--- src/rtl/if_fetch_buffer_pkg.sv ---
// Shared types and sizing for the instruction fetch buffer.
package if_pkg;

  localparam int unsigned DEPTH = 4;
  localparam int unsigned CNT_W = $clog2(DEPTH) + 1;

  typedef enum logic [1:0] {
    IDLE = 2'd0,
    REQ  = 2'd1,
    DROP = 2'd2
  } fetch_state_t;

  typedef struct packed {
    logic [31:0] pc;
    logic [31:0] inst;
  } fetch_entry_t;

endpackage

--- src/rtl/if_fetch_buffer_if.sv ---
// Fetch buffer bus: PC hold, instruction memory port and decode-side output.
interface if_fetch_buffer_if;

  logic [31:0] pc_val;
  logic        hold_pc;
  logic        flush;
  logic        imem_req;
  logic [31:0] imem_addr;
  logic        imem_ack;
  logic [31:0] imem_rdata;
  logic        stall_id;
  logic        inst_valid;
  logic [31:0] inst_out;
  logic [31:0] inst_pc;
  logic [31:0] inst_pc4;

  // Environment side: PC register, branch unit, memory and decode.
  modport master (
    output pc_val, flush, imem_ack, imem_rdata, stall_id,
    input  hold_pc, imem_req, imem_addr, inst_valid, inst_out, inst_pc, inst_pc4
  );

  // Fetch buffer side.
  modport slave (
    input  pc_val, flush, imem_ack, imem_rdata, stall_id,
    output hold_pc, imem_req, imem_addr, inst_valid, inst_out, inst_pc, inst_pc4
  );

endinterface

--- src/rtl/if_fetch_buffer_inst_fifo.sv ---
// Synchronous FIFO of fetched {pc, inst} entries with clear and head read.
module inst_fifo
  import if_pkg::fetch_entry_t;
#(
  parameter int unsigned DEPTH = 4
) (
  input  logic                     clk,
  input  logic                     rst,
  input  logic                     enq_i,
  input  logic                     deq_i,
  input  logic                     clr_i,
  input  fetch_entry_t             data_i,
  output fetch_entry_t             head_o,
  output logic [$clog2(DEPTH):0]   count_o
);

  localparam int unsigned PTR_W = $clog2(DEPTH);
  localparam int unsigned CNT_W = PTR_W + 1;

  logic [PTR_W-1:0] rd_ptr_q, rd_ptr_d;
  logic [PTR_W-1:0] wr_ptr_q, wr_ptr_d;
  logic [CNT_W-1:0] count_q, count_d;
  fetch_entry_t     mem_q [DEPTH];

  // Pointer and occupancy update; clear wins over enqueue/dequeue.
  always_comb begin
    rd_ptr_d = rd_ptr_q;
    wr_ptr_d = wr_ptr_q;
    count_d  = count_q;
    if (clr_i) begin
      rd_ptr_d = '0;
      wr_ptr_d = '0;
      count_d  = '0;
    end else begin
      if (enq_i) wr_ptr_d = wr_ptr_q + PTR_W'(1);
      if (deq_i) rd_ptr_d = rd_ptr_q + PTR_W'(1);
      if (enq_i && !deq_i)      count_d = count_q + CNT_W'(1);
      else if (!enq_i && deq_i) count_d = count_q - CNT_W'(1);
    end
  end

  // Control state registers.
  always_ff @(posedge clk or posedge rst) begin
    if (rst) begin
      rd_ptr_q <= '0;
      wr_ptr_q <= '0;
      count_q  <= '0;
    end else begin
      rd_ptr_q <= rd_ptr_d;
      wr_ptr_q <= wr_ptr_d;
      count_q  <= count_d;
    end
  end

  // Entry storage; contents are only meaningful below the count.
  always_ff @(posedge clk) begin
    if (enq_i && !clr_i) mem_q[wr_ptr_q] <= data_i;
  end

  assign head_o  = mem_q[rd_ptr_q];
  assign count_o = count_q;

endmodule

--- src/rtl/if_fetch_buffer.sv ---
// Instruction fetch buffer: issues imem requests, queues fetched words for decode.
module if_fetch_buffer
  import if_pkg::*;
(
  input  logic               clk,
  input  logic               rst,
  if_fetch_buffer_if.slave   bus
);

  fetch_state_t     state_q, state_d;
  logic [31:0]      addr_q, addr_d;
  logic [CNT_W-1:0] count;
  logic [CNT_W:0]   occ_after;
  logic             fire;
  logic             deq;
  fetch_entry_t     entry_in;
  fetch_entry_t     head;

  assign fire      = (state_q == REQ) && bus.imem_ack && !bus.flush;
  assign deq       = bus.inst_valid && !bus.stall_id && !bus.flush;
  assign entry_in  = {addr_q, bus.imem_rdata};
  // Occupancy after this cycle's enqueue/dequeue, used to decide whether to keep fetching.
  assign occ_after = {1'b0, count} + (CNT_W+1)'(1) - (CNT_W+1)'(deq);

  inst_fifo #(.DEPTH(DEPTH)) u_fifo (
    .clk     (clk),
    .rst     (rst),
    .enq_i   (fire),
    .deq_i   (deq),
    .clr_i   (bus.flush),
    .data_i  (entry_in),
    .head_o  (head),
    .count_o (count)
  );

  // Fetch FSM next state and request address.
  always_comb begin
    state_d = state_q;
    addr_d  = addr_q;
    case (state_q)
      IDLE: begin
        if (!bus.flush && (count < CNT_W'(DEPTH))) begin
          state_d = REQ;
          addr_d  = bus.pc_val;
        end
      end
      REQ: begin
        if (bus.flush) begin
          state_d = bus.imem_ack ? IDLE : DROP;
        end else if (bus.imem_ack) begin
          if (occ_after < (CNT_W+1)'(DEPTH)) addr_d  = bus.pc_val + 32'd4;
          else                               state_d = IDLE;
        end
      end
      DROP: begin
        // Outstanding request from before a redirect: wait for its ack and discard it.
        if (bus.imem_ack && !bus.flush) state_d = IDLE;
      end
      default: state_d = IDLE;
    endcase
  end

  // Fetch FSM state and address registers.
  always_ff @(posedge clk or posedge rst) begin
    if (rst) begin
      state_q <= IDLE;
      addr_q  <= '0;
    end else begin
      state_q <= state_d;
      addr_q  <= addr_d;
    end
  end

  // PC advances on an accepted fetch or loads the branch target on flush.
  assign bus.hold_pc    = !(fire || bus.flush);
  assign bus.imem_req   = (state_q != IDLE);
  assign bus.imem_addr  = addr_q;
  assign bus.inst_valid = (count != '0);
  assign bus.inst_out   = head.inst;
  assign bus.inst_pc    = head.pc;
  assign bus.inst_pc4   = head.pc + 32'd4;

endmodule

--- src/flat_wrapper.sv ---
// flat-port wrapper written by rule: the top's interface ports become plain ports
module if_fetch_buffer_flat import if_pkg::*;
  (clk, rst, bus_pc_val, bus_flush, bus_imem_ack, bus_imem_rdata, bus_stall_id, bus_hold_pc, bus_imem_req, bus_imem_addr, bus_inst_valid, bus_inst_out, bus_inst_pc, bus_inst_pc4);
  if_fetch_buffer_if bus_i ();
  input  logic clk;
  input  logic rst;
  input wire logic [$bits(bus_i.pc_val)-1:0] bus_pc_val;
  input wire logic [$bits(bus_i.flush)-1:0] bus_flush;
  input wire logic [$bits(bus_i.imem_ack)-1:0] bus_imem_ack;
  input wire logic [$bits(bus_i.imem_rdata)-1:0] bus_imem_rdata;
  input wire logic [$bits(bus_i.stall_id)-1:0] bus_stall_id;
  output wire logic [$bits(bus_i.hold_pc)-1:0] bus_hold_pc;
  output wire logic [$bits(bus_i.imem_req)-1:0] bus_imem_req;
  output wire logic [$bits(bus_i.imem_addr)-1:0] bus_imem_addr;
  output wire logic [$bits(bus_i.inst_valid)-1:0] bus_inst_valid;
  output wire logic [$bits(bus_i.inst_out)-1:0] bus_inst_out;
  output wire logic [$bits(bus_i.inst_pc)-1:0] bus_inst_pc;
  output wire logic [$bits(bus_i.inst_pc4)-1:0] bus_inst_pc4;
  assign bus_i.pc_val = bus_pc_val;
  assign bus_i.flush = bus_flush;
  assign bus_i.imem_ack = bus_imem_ack;
  assign bus_i.imem_rdata = bus_imem_rdata;
  assign bus_i.stall_id = bus_stall_id;
  assign bus_hold_pc = bus_i.hold_pc;
  assign bus_imem_req = bus_i.imem_req;
  assign bus_imem_addr = bus_i.imem_addr;
  assign bus_inst_valid = bus_i.inst_valid;
  assign bus_inst_out = bus_i.inst_out;
  assign bus_inst_pc = bus_i.inst_pc;
  assign bus_inst_pc4 = bus_i.inst_pc4;
  if_fetch_buffer u_core (.clk(clk), .rst(rst), .bus(bus_i));
endmodule
--- config.mk ---
export PLATFORM = sky130hd
export DESIGN_NAME = if_fetch_buffer_flat
export DESIGN_NICKNAME = d
export VERILOG_FILES = /design/src/rtl/if_fetch_buffer_pkg.sv /design/src/rtl/if_fetch_buffer_if.sv /design/src/rtl/if_fetch_buffer_inst_fifo.sv /design/src/rtl/if_fetch_buffer.sv /design/src/flat_wrapper.sv
export SDC_FILE = /design/constraint.sdc
export NUM_CORES = 1
export LEC_CHECK = 0
export CORE_UTILIZATION = 53
export CTS_CLUSTER_DIAMETER = 60
export CTS_CLUSTER_SIZE = 25
export DETAILED_ROUTE_END_ITERATION = 7
export PLACE_DENSITY = 0.79
export SYNTH_ARGS = -nofsm -noshare
export SYNTH_HDL_FRONTEND = slang
export SYNTH_SLANG_ARGS = --single-unit
--- constraint.sdc ---
create_clock -name clk -period 4 [get_ports clk]
set_input_delay 0.4 -clock clk [delete_from_list [all_inputs] [get_ports clk]]
set_output_delay 0.4 -clock clk [all_outputs]
set_load 0.005 [all_outputs]
==> results by group, run 1 <==
Worst setup path
  – Reg2Reg Depth: 8
  – Worst r2r dst: u_core.u_fifo.count_o[2]
  – Worst EP required: 3.60 ns
  – Worst setup endpoint: bus_inst_pc4[28]
  – CP arrival: 3.39 ns
  – Worst Setup Start Kind: flip-flop
  – Flop2flop setup slack: 1.91 ns
  – Critical path type: flip-flop to primary output
  – CP endpoint kind: primary output
  – Crit path from: u_core.u_fifo.rd_ptr_q[0]
  – Max FO, Critical Path: 10
  – R2R Path Start: u_core.u_fifo.count_o[2]

Placed design
  – DP Cell Count: 1140
  – Placer congestion estimate: 0.8207
  – Post-detail-place hpwl: 16.66 mm
  – DP Area: 14530 um^2
  – Post-Place Worst Slack: 0.5808 ns
  – Port bufs: 199

Clocking
  – CTS tree: done
  – CTS clk-pin slew, worst paths: 0.09 ns
  – TritonCTS Buffers: 20
  – Worst skew pair latency: 0.53 ns
  – Hold Buf Count CTS: 0
  – CTS H-tree lvls: 1
  – Clock tree buffer depth: 3
  – Sink Count: 297
  – Cts repair resizes: 0
  – Post-CTS Setup Bufs: 0
  – Clock Tree Root: clkbuf_16

Timing
  – Slew margin rel.: 39.44%
  – Setup WS post-layout: 0.2071 ns
  – Final setup violation count: 0
  – Minimum clock period: 3.793 ns
  – Final Hold Viols: 0
  – Fmax achieved: 263.7 MHz
  – Clock Skews: 0.03445 ns
  – Setup TNS: 0 ns
  – Part of the cycle the worst path needs: 94.82%
  – Worst slew pin tran: 0.9071 ns
  – Final Max Tran Viols: 0
  – Hold Slack: 0.4000 ns
  – RSZ-0062 raised after global routing: false

Logic synthesis
  – Synthesized net count: 749
  – YS warnings: 0
  – Async SR Flop Fraction: 13.80%
  – Synth unique cells: 47
  – Largest family of logic cells by synthesized area: multiplexers
  – Syn Area/Cell: 18.07 um^2
  – EDFF count, synth: 256
  – Synthesized cell area: 12160 um^2
  – XOR/XNOR share of the synthesized area: 4.464%
  – Mux cell area share after synthesis: 12.12%
  – Synth Area in Compound Gates: 1.872%
  – Post-synthesis simple-gate area fraction: 7.180%
  – Register bit total from synthesis: 297
  – Post-synth top flop: edfxtp_1
  – Syn Inst Count: 673
  – Post-Synth Adder-Cell Area: 0.7817%
  – Seq/Total Area, Yosys: 71.63%

Final layout
  – Layout cell share with drive strength beyond 1: 15.32%
  – Area delta synth->final: 25.80%
  – Final non-filler cell total: 1180
  – Most frequent cells in the layout: edfxtp_1, clkdlybuf4s50_1, mux4_2, nand2_1, xnor2_1
  – Multi-input logic area: 3244 um^2
  – Final net count: 956
  – Most common cell after layout, fill and taps aside: edfxtp_1
  – FF/Latch Area: 8718 um^2
  – Fin util: 67.79%
  – Fill count: 1523
  – Design area: 15300 um^2

GRT
  – Tot GR Track Use: 21.57%
  – Initial antenna violation count: 2
  – Overflow left after global routing: 0
  – Global-route wire length before repair: 38.49 mm
  – Vias in the first global route: 6752
  – Largest net degree at the start of global routing: 43

Floorplan
  – Die area: 23560 um^2
  – Cell Rows: 55
  – Initial Utilization: 53.89%
  – CORE AREA: 22570 um^2
  – Die height: 153.5 um
  – I/O pins: 200
  – Die X-Extent: 153.5 um

Power and ir drop
  – PD cells: 620.5 nW/um^2
  – Leakage power total: 5.016 nW
  – Total power draw: 9.495 mW
  – VDD IR-drop max: 356.7 uV

Min path
  – HP Class: input port to async pin

Route
  – Post-Route WL: 24.86 mm
  – TritonRoute pass-1 iters: 8
  – Post-DRT Antenna Nets: 0
  – Drt wl/cell: 21.07 um
  – Vias: 6606
  – Vias/cell: 5.598
  – DRT iter0 DRCs: 469
  – Residual DRC count: 2

Run
  – Max capacitance violation total: 0

Run status
  – Failing checks: DRC
  – Status: complete, but fails checks
[sequential cells by signal, indices dropped and copies added (netlist names)]
| name | cells |
|---|---|
| u_core.u_fifo.mem_q | 256 |
| u_core.bus.imem_addr | 32 |
| u_core.u_fifo.count_o | 3 |
| u_core.state_q | 2 |
| u_core.u_fifo.rd_ptr_q | 2 |
| u_core.u_fifo.wr_ptr_q | 2 |
[how the worst min path moves through the flow]
| stage | start | endpoint | slack [ns] | cells after the start |
|---|---|---|---|---|
| after global routing | rst | u_core.bus.imem_addr[30] | 0.48 | 2 |
| final | rst | u_core.bus.imem_addr[22] | 0.40 | 2 |
| after CTS | rst | u_core.bus.imem_addr[4] | 0.41 | 2 |
| after global placement | u_core.bus.imem_addr[7] | u_core.u_fifo.mem_q[2][39] | 0.52 | 0 |
| after detailed placement | u_core.bus.imem_addr[1] | u_core.u_fifo.mem_q[0][33] | 0.54 | 0 |
| after floorplan | u_core.state_q[1] | u_core.state_q[0] | 0.48 | 1 |
[cell families (layout without fill, tap and decap cells)]
logic type / Yosys count / after routing
other cells: 0 / 1
flops: 297 / 297
buf+inv: 44 / 265
xor+xnor: 62 / 62
mux: 67 / 67
simple gates: 155 / 155
compound gates: 41 / 41
fa+ha+maj: 7 / 7
[power breakdown]
group | switching [mW] | internal (mW)
clock network | 1.12 | 1.16
registers | 0.356 | 3.83
logic | 1.24 | 1.79
[final cells by class]
| cell class | instances | area share, % |
|---|---|---|
| Antenna cell | 1 | 0.01635 |
| Multi-Input combinational cell | 332 | 21.20 |
| Sequential cell | 297 | 56.97 |
| Timing Repair Buffer | 216 | 14.34 |
| Inverter | 13 | 0.3189 |
| Clock inverter | 14 | 1.357 |
| Tap cell | 285 | 2.330 |
| Clock buffer | 22 | 3.459 |
[cell usage after synthesis (10+ instances only)]
library cell | count | area [um^2]
edfxtp_1 | 256 | 7687
mux4_2 | 64 | 1441
nand2_1 | 55 | 206.5
xnor2_1 | 50 | 437.9
dfrtp_1 | 41 | 1026
o21ai_0 | 23 | 115.1
nor2_1 | 18 | 67.56
nand3_1 | 17 | 85.08
clkbuf_1 | 13 | 48.80
inv_1 | 13 | 48.80
nor3_1 | 12 | 60.06
xor2_1 | 12 | 105.1
and3_1 | 10 | 62.56
nand4_1 | 10 | 62.56
o21ai_1 | 10 | 50.05
[critical path: stages, from the launching register on]
cell	delay, ns
dfrtp_4	0.58
buf_4	0.21
mux4_2	0.41
ha_1	0.20
nand3_1	0.21
nor4_4	0.26
buf_4	0.21
nand4_1	0.11
xnor2_1	0.17
clkdlybuf4s50_1	0.53
[metal layers]
metal	global-route usage (%)	wire, um	vias to the layer above	share of wire, %
li1	-	-	3047	-
met1	28.85	10010	3337	40
met2	36.77	12770	189	51
met3	3.608	1595	33	6.4
met4	6.143	481	0	1.9
met5	0	0	-	0
Note: power is estimated with default switching activity, not from simulation.
==> inputs of run 2 (changes only) <==
--- a/config.mk
+++ b/config.mk
@@ -9,6 +9,7 @@
 export CTS_CLUSTER_DIAMETER = 60
 export CTS_CLUSTER_SIZE = 25
 export DETAILED_ROUTE_END_ITERATION = 7
+export MAX_ROUTING_LAYER = met4
 export PLACE_DENSITY = 0.79
 export SYNTH_ARGS = -nofsm -noshare
 export SYNTH_HDL_FRONTEND = slang
==> run 2 against run 1 <==
Against the previous run: the run still ends with DRC left; combinational power barely moved; register-to-register slack about the same; sequential power hardly changed; clock skew is 0.0029 ns lower; setup slack worse by 0.0080 ns; largest cell class unchanged.
==> results by group, run 2 (synthesized netlist as in run 1, its figures left out) <==
Final layout
  – Area delta synth->final: 25.82% (about the same)
  – Design area: 15300 um^2 (about the same)
  – Layout cell share with drive strength beyond 1: 15.32% (unchanged)
  – Final non-filler cell total: 1181 (+0.085%)
  – Final net count: 956 (unchanged)
  – Fill count: 1521 (-0.13%)
  – Most frequent cells in the layout: edfxtp_1, clkdlybuf4s50_1, mux4_2, nand2_1, xnor2_1
  – Largest register by flop count: u_core.u_fifo.mem_q
  – Most common cell after layout, fill and taps aside: edfxtp_1
  – Flip-flop count of the largest register after layout: 256 (unchanged)
  – Fin util: 67.80% (about the same)

Placed design
  – Port bufs: 199 (unchanged)
  – DP Area: 14530 um^2 (unchanged)
  – Placer congestion estimate: 0.8352 (+1.8%)
  – Post-Place Worst Slack: 0.5808 ns (unchanged)
  – DP Cell Count: 1140 (unchanged)
  – Post-detail-place hpwl: 16.66 mm (unchanged)

Timing
  – Worst slew pin tran: 0.8915 ns (-0.01560 ns)
  – Minimum clock period: 3.801 ns (+0.007975 ns)
  – RSZ-0062 raised after global routing: false
  – Final setup violation count: 0 (unchanged)
  – Setup TNS: 0 ns (unchanged)
  – Final Hold Viols: 0 (unchanged)
  – Part of the cycle the worst path needs: 95.02% (+0.20 points)
  – Setup WS post-layout: 0.1992 ns (-0.007975 ns)
  – Hold Slack: 0.3913 ns (-0.008685 ns)
  – Fmax achieved: 263.1 MHz (-0.21%)
  – Clock Skews: 0.03153 ns (-0.002913 ns)
  – Slew margin rel.: 40.48% (+1.0 points)
  – Final Max Tran Viols: 0 (unchanged)

Clocking
  – Worst skew pair latency: 0.52 ns (about the same)
  – CTS clk-pin slew, worst paths: 0.09 ns (about the same)
  – Sink Count: 297 (unchanged)
  – CTS tree: done
  – Clock tree buffer depth: 3 (unchanged)
  – Cts repair resizes: 0 (unchanged)
  – CTS H-tree lvls: 1 (unchanged)
  – TritonCTS Buffers: 20 (unchanged)
  – Clock Tree Root: clkbuf_16

GRT
  – Largest net degree at the start of global routing: 43 (unchanged)
  – Overflow left after global routing: 0 (unchanged)
  – Tot GR Track Use: 22.24% (+0.67 points)
  – Initial antenna violation count: 2 (unchanged)
  – Global-route wire length before repair: 38.51 mm (about the same)
  – Vias in the first global route: 6764 (+0.18%)

Route
  – TritonRoute pass-1 iters: 8 (unchanged)
  – Vias: 6606 (unchanged)
  – Drt wl/cell: 20.97 um (-0.46%)
  – Vias/cell: 5.594 (about the same)
  – Residual DRC count: 1 (-1)
  – DRT iter0 DRCs: 449 (-4.3%)
  – Post-DRT Antenna Nets: 0 (unchanged)
  – Post-Route WL: 24.77 mm (-0.37%)

Floorplan
  – Cell Rows: 55 (unchanged)
  – CORE AREA: 22570 um^2 (unchanged)
  – Die area: 23560 um^2 (unchanged)
  – Die height: 153.5 um (unchanged)
  – I/O pins: 200 (unchanged)
  – Initial Utilization: 53.89% (unchanged)
  – Die X-Extent: 153.5 um (unchanged)

Power and ir drop
  – VDD IR-drop max: 356.9 uV (about the same)
  – Leakage power total: 5.016 nW (unchanged)
  – Total power draw: 9.481 mW (-0.15%)
  – PD cells: 619.5 nW/um^2 (-0.16%)

Worst setup path
  – R2R Path Start: u_core.u_fifo.count_o[2]
  – Slowest cell on crit path: dfrtp_4
  – Crit-path cells: buf_4 > mux4_2 > ha_1 > nand3_1 > nor4_4 > buf_4 > nand4_1 > xnor2_1 > clkdlybuf4s50_1
  – Crit path top cell by count: buf_4
  – Worst EP required: 3.60 ns (about the same)
  – Reg2Reg Depth: 8 (unchanged)
  – Max stage delay on crit path: 0.58 ns (about the same)
  – Crit path from: u_core.u_fifo.rd_ptr_q[0]
  – Critical path type: flip-flop to primary output
  – Flop2flop setup slack: 1.90 ns (about the same)
  – Max FO, Critical Path: 10 (unchanged)
  – CP endpoint kind: primary output
  – Worst r2r dst: u_core.u_fifo.count_o[2]
  – Worst setup endpoint: bus_inst_pc4[28]
  – CP arrival: 3.40 ns (about the same)
  – Worst Setup Start Kind: flip-flop

Run status
  – Failing checks: DRC
  – Status: complete, but fails checks

Min path
  – HP Class: input port to async pin

Run
  – Max capacitance violation total: 0 (unchanged)
run 2: cell types whose count changed in the layout (fill, tap and decap cells not counted):
cell,before,now
diode_2,1,2
run 2: how the worst min path moves through the flow:
| stage | startpoint | slack (ns) | cells after the start | endpoint |
|---|---|---|---|---|
| 2_1_floorplan | u_core.state_q[1] | 0.48 | 1 | u_core.state_q[0] |
| 3_3_place_gp | u_core.bus.imem_addr[7] | 0.52 | 0 | u_core.u_fifo.mem_q[2][39] |
| 3_5_place_dp | u_core.bus.imem_addr[1] | 0.54 | 0 | u_core.u_fifo.mem_q[0][33] |
| 4_1_cts | rst | 0.41 | 2 | u_core.bus.imem_addr[4] |
| 5_1_grt | rst | 0.48 | 2 | u_core.bus.imem_addr[30] |
| 6_report | rst | 0.39 | 2 | u_core.bus.imem_addr[22] |
run 2: report_power, final:
part	internal, mW	switching, mW	total, mW
logic	1.79	1.24	3.03
clock network	1.16	1.11	2.27
registers	3.83	0.352	4.18
run 2: worst max-delay path, delay by kind of cell (launching register included):
kind	cells	cell delay [ns]
multiplexers	1	0.41
adder cells (fa/ha/maj)	1	0.20
AND/OR/NAND/NOR	3	0.58
buffers and inverters	3	0.97
XOR/XNOR	1	0.17
flip-flops	1	0.58
run 2: routing by layer:
layer	wire (um)	global-route usage (%)	vias up
met1	10020	28.69	3339
met5	0	-	-
met3	1537	3.608	37
met4	509	6.143	0
li1	-	-	3045
met2	12700	36.90	185
run 2: cell type report:
cell class | count | area (um^2) | share of cell area (%)
tap | 285 | 356.6 | 2.330
sequential | 297 | 8718 | 56.97
inverter | 13 | 48.80 | 0.3188
clock inverter | 14 | 207.7 | 1.357
clock buffer | 22 | 529.3 | 3.458
multi-input combinational | 332 | 3244 | 21.20
antenna | 2 | 5.005 | 0.03270
timing repair buffer | 216 | 2195 | 14.34
run 2: what timing repair did:
action / in CTS / in global routing
hold endpoints to repair: 0 / 0
setup buffers: 0 / 3
hold buffers: 0 / 0
endpoints found under the setup margin: 0 / 14
==> RTL edit 1 (settings of run 1) <==
`DEPTH` is set to 4 in 2 places; all go to 8.
--- a/src/rtl/if_fetch_buffer_pkg.sv
+++ b/src/rtl/if_fetch_buffer_pkg.sv
@@ -2,5 +2,5 @@
 package if_pkg;
 
-  localparam int unsigned DEPTH = 4;
+  localparam int unsigned DEPTH = 8;
   localparam int unsigned CNT_W = $clog2(DEPTH) + 1;
 
--- a/src/rtl/if_fetch_buffer_inst_fifo.sv
+++ b/src/rtl/if_fetch_buffer_inst_fifo.sv
@@ -3,5 +3,5 @@
   import if_pkg::fetch_entry_t;
 #(
-  parameter int unsigned DEPTH = 4
+  parameter int unsigned DEPTH = 8
 ) (
   input  logic                     clk,
Function: no difference found for any inputs over 4 cycles, from zero or initial values and one cycle with rst high; that may be too few to reach the edited logic, so the function may still have changed.
==> RTL edit 1 against run 1 <==
Power increased by 67%. Critical endpoint is now bus_inst_pc4[10]. Critical path type unchanged. Fmax decreased by 4.4%. Sequential cell count increased by 259. Area after synthesis increased by 86%. Cell count increased by 63%. Synthesized cell count increased by 64%. Routed wire length increased by 84%. Cell area increased by 77%. Largest cell class unchanged. Setup slack got worse by 0.17 ns.
==> RTL edit 1: results (changes against run 1) <==
- Status: complete, no violations
- Worst-Skew Late Latency: 0.55 ns (+0.02 ns)
- P_sw: 4330 µW (+60%)
- Total CTS buffers: 35 (+75%)
- R2R Path Start: u_core.u_fifo.count_o[3]$_DFFE_PP0P_
- Yosys warning count: 0 (unchanged)
- Port Buf Inserts: 199 (unchanged)
- Worst reg2reg path depth: 10 (+2)
- Post-synth top cells: edfxtp_1 (512), mux4_2 (119), mux2_2 (73)
- Routability cong.: 0.808 (-1.6%)
- Final wirelength: 45,800 µm (+84%)
- Via count: 11,200 (+70%)
- Max reg flops: 512 (+100%)
- Flop2flop setup slack: 1.30 ns (-0.61 ns)
- Post-Syn Nets: 1,184 (+58%)
- Ys async rst share: 0.0791 (-0.0589)
- Max-slew headroom: 0.288 (-0.106)
- Post-synth EDFFs: 512 (+100%)
- CP max stage delay: 0.53 ns (-0.05 ns)
- Global Route Usage Sum: 0.212 (-0.00399)
- Slowest cell on crit path: clkdlybuf4s50_1
- CP Max Fanout: 5 (-5)
- Clock Pin Slew Worst Setup and Hold Paths: 0.09 ns (about the same)
- First-pass GRT wire length: 68,900 µm (+79%)
- Final Skew: 0.0352 ns (+0.000781 ns)
- Maximum vdd drop: 0.546 mV (+53%)
- Leakage: 0.00873 µW (+74%)
- Vias in the first global route: 11,700 (+73%)
- NumNets Final: 1,436 (+50%)
- Drt first pass iters: 5 (-3)
- Worst r2r dst: u_core.u_fifo.count_o[3]$_DFFE_PP0P_
- DP Wirelength: 26,900 µm (+62%)
- Netlist cell types: 50 (+6.4%)
- Pin count of the biggest net entering global routing: 65 (+51%)
- Post-synthesis sequential area ratio: 0.729 (+0.0122)
- Ranking of synthesized cells by area: edfxtp_1 (68%), mux4_2 (12%), dfrtp_1 (4.9%)
- CP arrival: 3.57 ns (+0.18 ns)
- Fraction of layout cells with a size suffix above 1: 0.255 (+0.102)
- H-tree level count: 2 (+1)
RTL edit 1: final cells by class:
type | instances | area, µm²
Sequential cell | 556 | 16500
Fill cell | 2760 | 15000
Multi-Input combinational cell | 469 | 5840
Timing Repair Buffer | 260 | 2730
Clock buffer | 36 | 880
Tap cell | 539 | 674
Clock inverter | 23 | 269
Inverter | 34 | 128
Antenna cell | 1 | 2.50
RTL edit 1: power by group through the flow:
stage	sequential [µW]	clock (µW)	combinational [µW]
global placement	7700	0	4270
detailed placement	7760	0	4320
global route	7670	4050	4840
floorplan	7520	0	2510
finish	7600	3790	4510
CTS	7590	3860	4480
RTL edit 1: metal layers:
layer  GRT usage  wire [µm]  vias to the layer above
met3      0.0406       2510                       65
li1            -          -                     4944
met4      0.0598       1000                        2
met5           0         13                        -
met2       0.359      23300                      336
met1       0.282      19000                     5895
RTL edit 1: per-stage QoR:
stage | area, µm² | instances | setup WS, ns | power, µW | hold WS, ns
floorplan | 22600 | 1104 | -0.315 | 10000 | 0.472
global placement | 25500 | 1837 | 0.221 | 12000 | 0.577
detailed placement | 25500 | 1837 | 0.158 | 12100 | 0.592
CTS | 26800 | 1905 | 0.000368 | 15900 | 0.456
global route | 27000 | 1917 | -0.0976 | 16600 | 0.503
finish | 27000 | 1918 | 0.0342 | 15900 | 0.421
RTL edit 1: worst max path at each step:
stage                                                      to  slack (ns)  cells after the start
final                                        bus_inst_pc4[10]        0.03                     11
after global routing                         bus_inst_pc4[17]        -0.1                      9
after CTS                                    bus_inst_pc4[25]      0.0004                      8
after detailed placement                     bus_inst_pc4[26]        0.16                      8
after global placement                       bus_inst_out[21]        0.22                      5
after floorplan           u_core.u_fifo.mem_q[7][0]$_DFFE_PP_       -0.32                      5
RTL edit 1: logic make-up (layout without fill, tap and decap cells):
group                    after synthesis  after routing  share of synthesized area
AO/OA/AOI/OAI                         21             21                    0.00575
adder cells (fa/ha/maj)               11             11                    0.00642
other                                  0              1                          0
AND/OR/NAND/NOR                      147            147                     0.0378
buffers and inverters                 79            353                     0.0215
XOR/XNOR                              64             64                     0.0248
multiplexers                         226            226                      0.175
flip-flops                           556            556                      0.729
RTL edit 1: worst register-to-register path, stage by stage (launching register included):
cell and delay (ns):
dfrtp_1 0.44, inv_1 0.14, ha_1 0.22, a21oi_1 0.50
nand2b_1 0.24, ha_1 0.25, a21o_1 0.17, a21oi_1 0.16
nand3_1 0.11, and3_1 0.21, nor3_1 0.15
RTL edit 1: repair_timing:
item	CTS	global route
gates resized for setup	14	27
pin swaps	1	12
cloned	1	0
setup buffers	8	12
endpoints found under the setup margin	39	22
==> RTL edit 2 (flow settings as in run 1) <==
Made on the original files. The 3 states of `fetch_state_t` get a one-hot encoding in 3 bits.
--- a/src/rtl/if_fetch_buffer_pkg.sv
+++ b/src/rtl/if_fetch_buffer_pkg.sv
@@ -5,8 +5,8 @@
   localparam int unsigned CNT_W = $clog2(DEPTH) + 1;
 
-  typedef enum logic [1:0] {
-    IDLE = 2'd0,
-    REQ  = 2'd1,
-    DROP = 2'd2
+  typedef enum logic [2:0] {
+    IDLE = 3'b001,
+    REQ  = 3'b010,
+    DROP = 3'b100
   } fetch_state_t;
 
Check against the original RTL: same outputs for any inputs over 4 cycles, from zero or initial values and one cycle with rst high; so few cycles prove little.
==> RTL edit 2 against run 1 <==
Combinational power is 8.3% lower. Largest cell class unchanged. Setup slack gained 0.0011 ns. Routed wire length fell by 1.8%. Area after synthesis up 0.58%. Cell area is 0.38% lower. Die area rose by 0.57%. Clock power decreased by 11%. Register-to-register slack got worse by 0.59 ns. Power decreased by 5.6%. Highest routed layer unchanged. Sequential cell count is 1 higher.
==> RTL edit 2: results (changes against run 1) <==
- Status: complete, no violations
- Worst-Skew Late Latency: 0.51 ns (-0.02 ns)
- Ys async rst share: 0.141 (+0.00289)
- Leakage: 0.00493 µW (-1.7%)
- Via count: 6,641 (+0.53%)
- Yosys warning count: 0 (unchanged)
- N_diodes: 0 (-1)
- Port Buf Inserts: 199 (unchanged)
- Filler cells: 1,499 (-1.6%)
- Fraction of layout cells with a size suffix above 1: 0.143 (-0.0105)
- Crit path depth: 8 (-1)
- Maximum clock insertion buffer count: 3 (unchanged)
- CP arrival: 3.39 ns (about the same)
- First-pass GRT wire length: 37,800 µm (-1.8%)
- Drt first pass iters: 4 (-4)
- Top layer used by detailed routing: met4
- Ranking of synthesized cells by area: edfxtp_1 (63%), mux4_2 (12%), dfrtp_1 (8.4%)
- Pin count of the biggest net entering global routing: 61 (+42%)
- Flop2flop setup slack: 1.32 ns (-0.59 ns)
- Routability cong.: 0.800 (-2.5%)
- Final setup fails: 0 (unchanged)
- Post-Syn Nets: 761 (+1.6%)
- Max reg flops: 256 (unchanged)
- Global Route Usage Sum: 0.209 (-0.00639)
- Post-synthesis sequential area ratio: 0.714 (-0.00195)
- H-tree level count: 1 (unchanged)
- Slowest cell on crit path: dfrtp_4
- Slew at the pin with the worst max-slew slack: 0.960 ns (+0.0527 ns)
- WL met2: 13,100 µm (+2.4%)
- Top reg by flops: u_core.u_fifo.mem_q
- Routed WL per cell: 20.5 µm (-2.5%)
- Antenna violations before repair: 0 (-2)
- Met1 WL: 9840 µm (-1.7%)
- Count leader, synth: edfxtp_1
- Detail Route met3 WL: 1080 µm (-33%)
- CP Max Fanout: 19 (+9)
- Post-synth top cells: edfxtp_1 (256), mux4_2 (64), nor2_1 (56)
- NumNets Final: 967 (+1.2%)
- Place WS: 0.549 ns (-0.0320 ns)
- Drt initial violations: 535 (+14%)
- Total CTS buffers: 19 (-5.0%)
- CP max stage delay: 0.64 ns (+0.06 ns)
- Vias in the first global route: 6,728 (-0.36%)
- Netlist cell types: 50 (+6.4%)
- DP Wirelength: 16,400 µm (-1.6%)
- Final Skew: 0.0200 ns (-0.0144 ns)
- Maximum vdd drop: 0.558 mV (+56%)
- Worst reg2reg path depth: 6 (-2)
- Clk root buf: clkbuf_16
- Final period utilization: 0.948 (about the same)
- Final hold slack: 0.423 ns (+0.0234 ns)
RTL edit 2: changes by cell type after synthesis, moves of 5 or more:
cell and change:
nor2_1 +38, clkbuf_1 -5, o21ai_1 -9, nand2_1 -28
inv_1 +6, a21oi_1 +28, buf_2 +5, o21ai_0 -22
RTL edit 2: per-stage QoR:
stage / cells / utilization / cell area (µm²)
6_report: 1189 / 0.673 / 15200
5_1_grt: 1189 / 0.673 / 15200
4_1_cts: 1187 / 0.672 / 15200
3_5_place_dp: 1153 / 0.644 / 14600
3_3_place_gp: 1153 / 0.644 / 14600
2_1_floorplan: 685 / - / 12200
RTL edit 2: worst paths after layout:
check / end / start
worst max register to register: u_core.bus.imem_addr[12]$_DFFE_PP0P_ / u_core.state_q[2]$_DFFE_PP0P_
worst max-delay path: bus_inst_pc4[20] / u_core.u_fifo.rd_ptr_q[0]$_DFFE_PP0P_
max in group asynchronous: u_core.u_fifo.rd_ptr_q[0]$_DFFE_PP0P_ / rst
worst min-delay path: u_core.bus.imem_addr[11]$_DFFE_PP0P_ / rst
min in group clk: u_core.bus.imem_addr[0]$_DFFE_PP0P_ / bus_pc_val[0]
worst min register to register: u_core.state_q[2]$_DFFE_PP0P_ / u_core.state_q[0]$_DFFE_PP1P_
RTL edit 2: cell families (layout without fill, tap and decap cells):
logic type | Yosys count | count (layout) | share of synthesized area
compound gates | 40 | 40 | 0.0178
xor+xnor | 60 | 60 | 0.0430
fa+ha+maj | 7 | 7 | 0.00777
buf+inv | 47 | 266 | 0.0192
flops | 298 | 298 | 0.714
mux | 68 | 68 | 0.123
simple gates | 165 | 165 | 0.0752
RTL edit 2: timing repair:
item / CTS / global route
buffers inserted: 0 / 2
resized for setup: 0 / 2
pin swaps: 1 / 2
endpoints found under the setup margin: 1 / 17
RTL edit 2: area by class of cell:
class / instances / area [µm²] / share of cell area
Sequential cell: 298 / 8740 / 0.574
Multi-Input combinational cell: 340 / 3270 / 0.215
Timing Repair Buffer: 213 / 2160 / 0.142
Clock buffer: 22 / 497 / 0.0326
Tap cell: 285 / 357 / 0.0234
Clock inverter: 12 / 138 / 0.00903
Inverter: 19 / 71.3 / 0.00468
RTL edit 2: layer usage:
metal | global-route usage | vias up
met5 | 0 | -
met3 | 0.0299 | 32
met2 | 0.378 | 169
met4 | 0.0486 | 0
met1 | 0.269 | 3363
li1 | - | 3077
RTL edit 2: where the power goes:
group	leakage, µW	total (µW)	switching (µW)	internal (µW)
combinational	0.00185	2780	1130	1650
clock	0.000304	2020	1060	960
sequential	0.00278	4160	368	3790
total	0.00493	8960	2560	6400
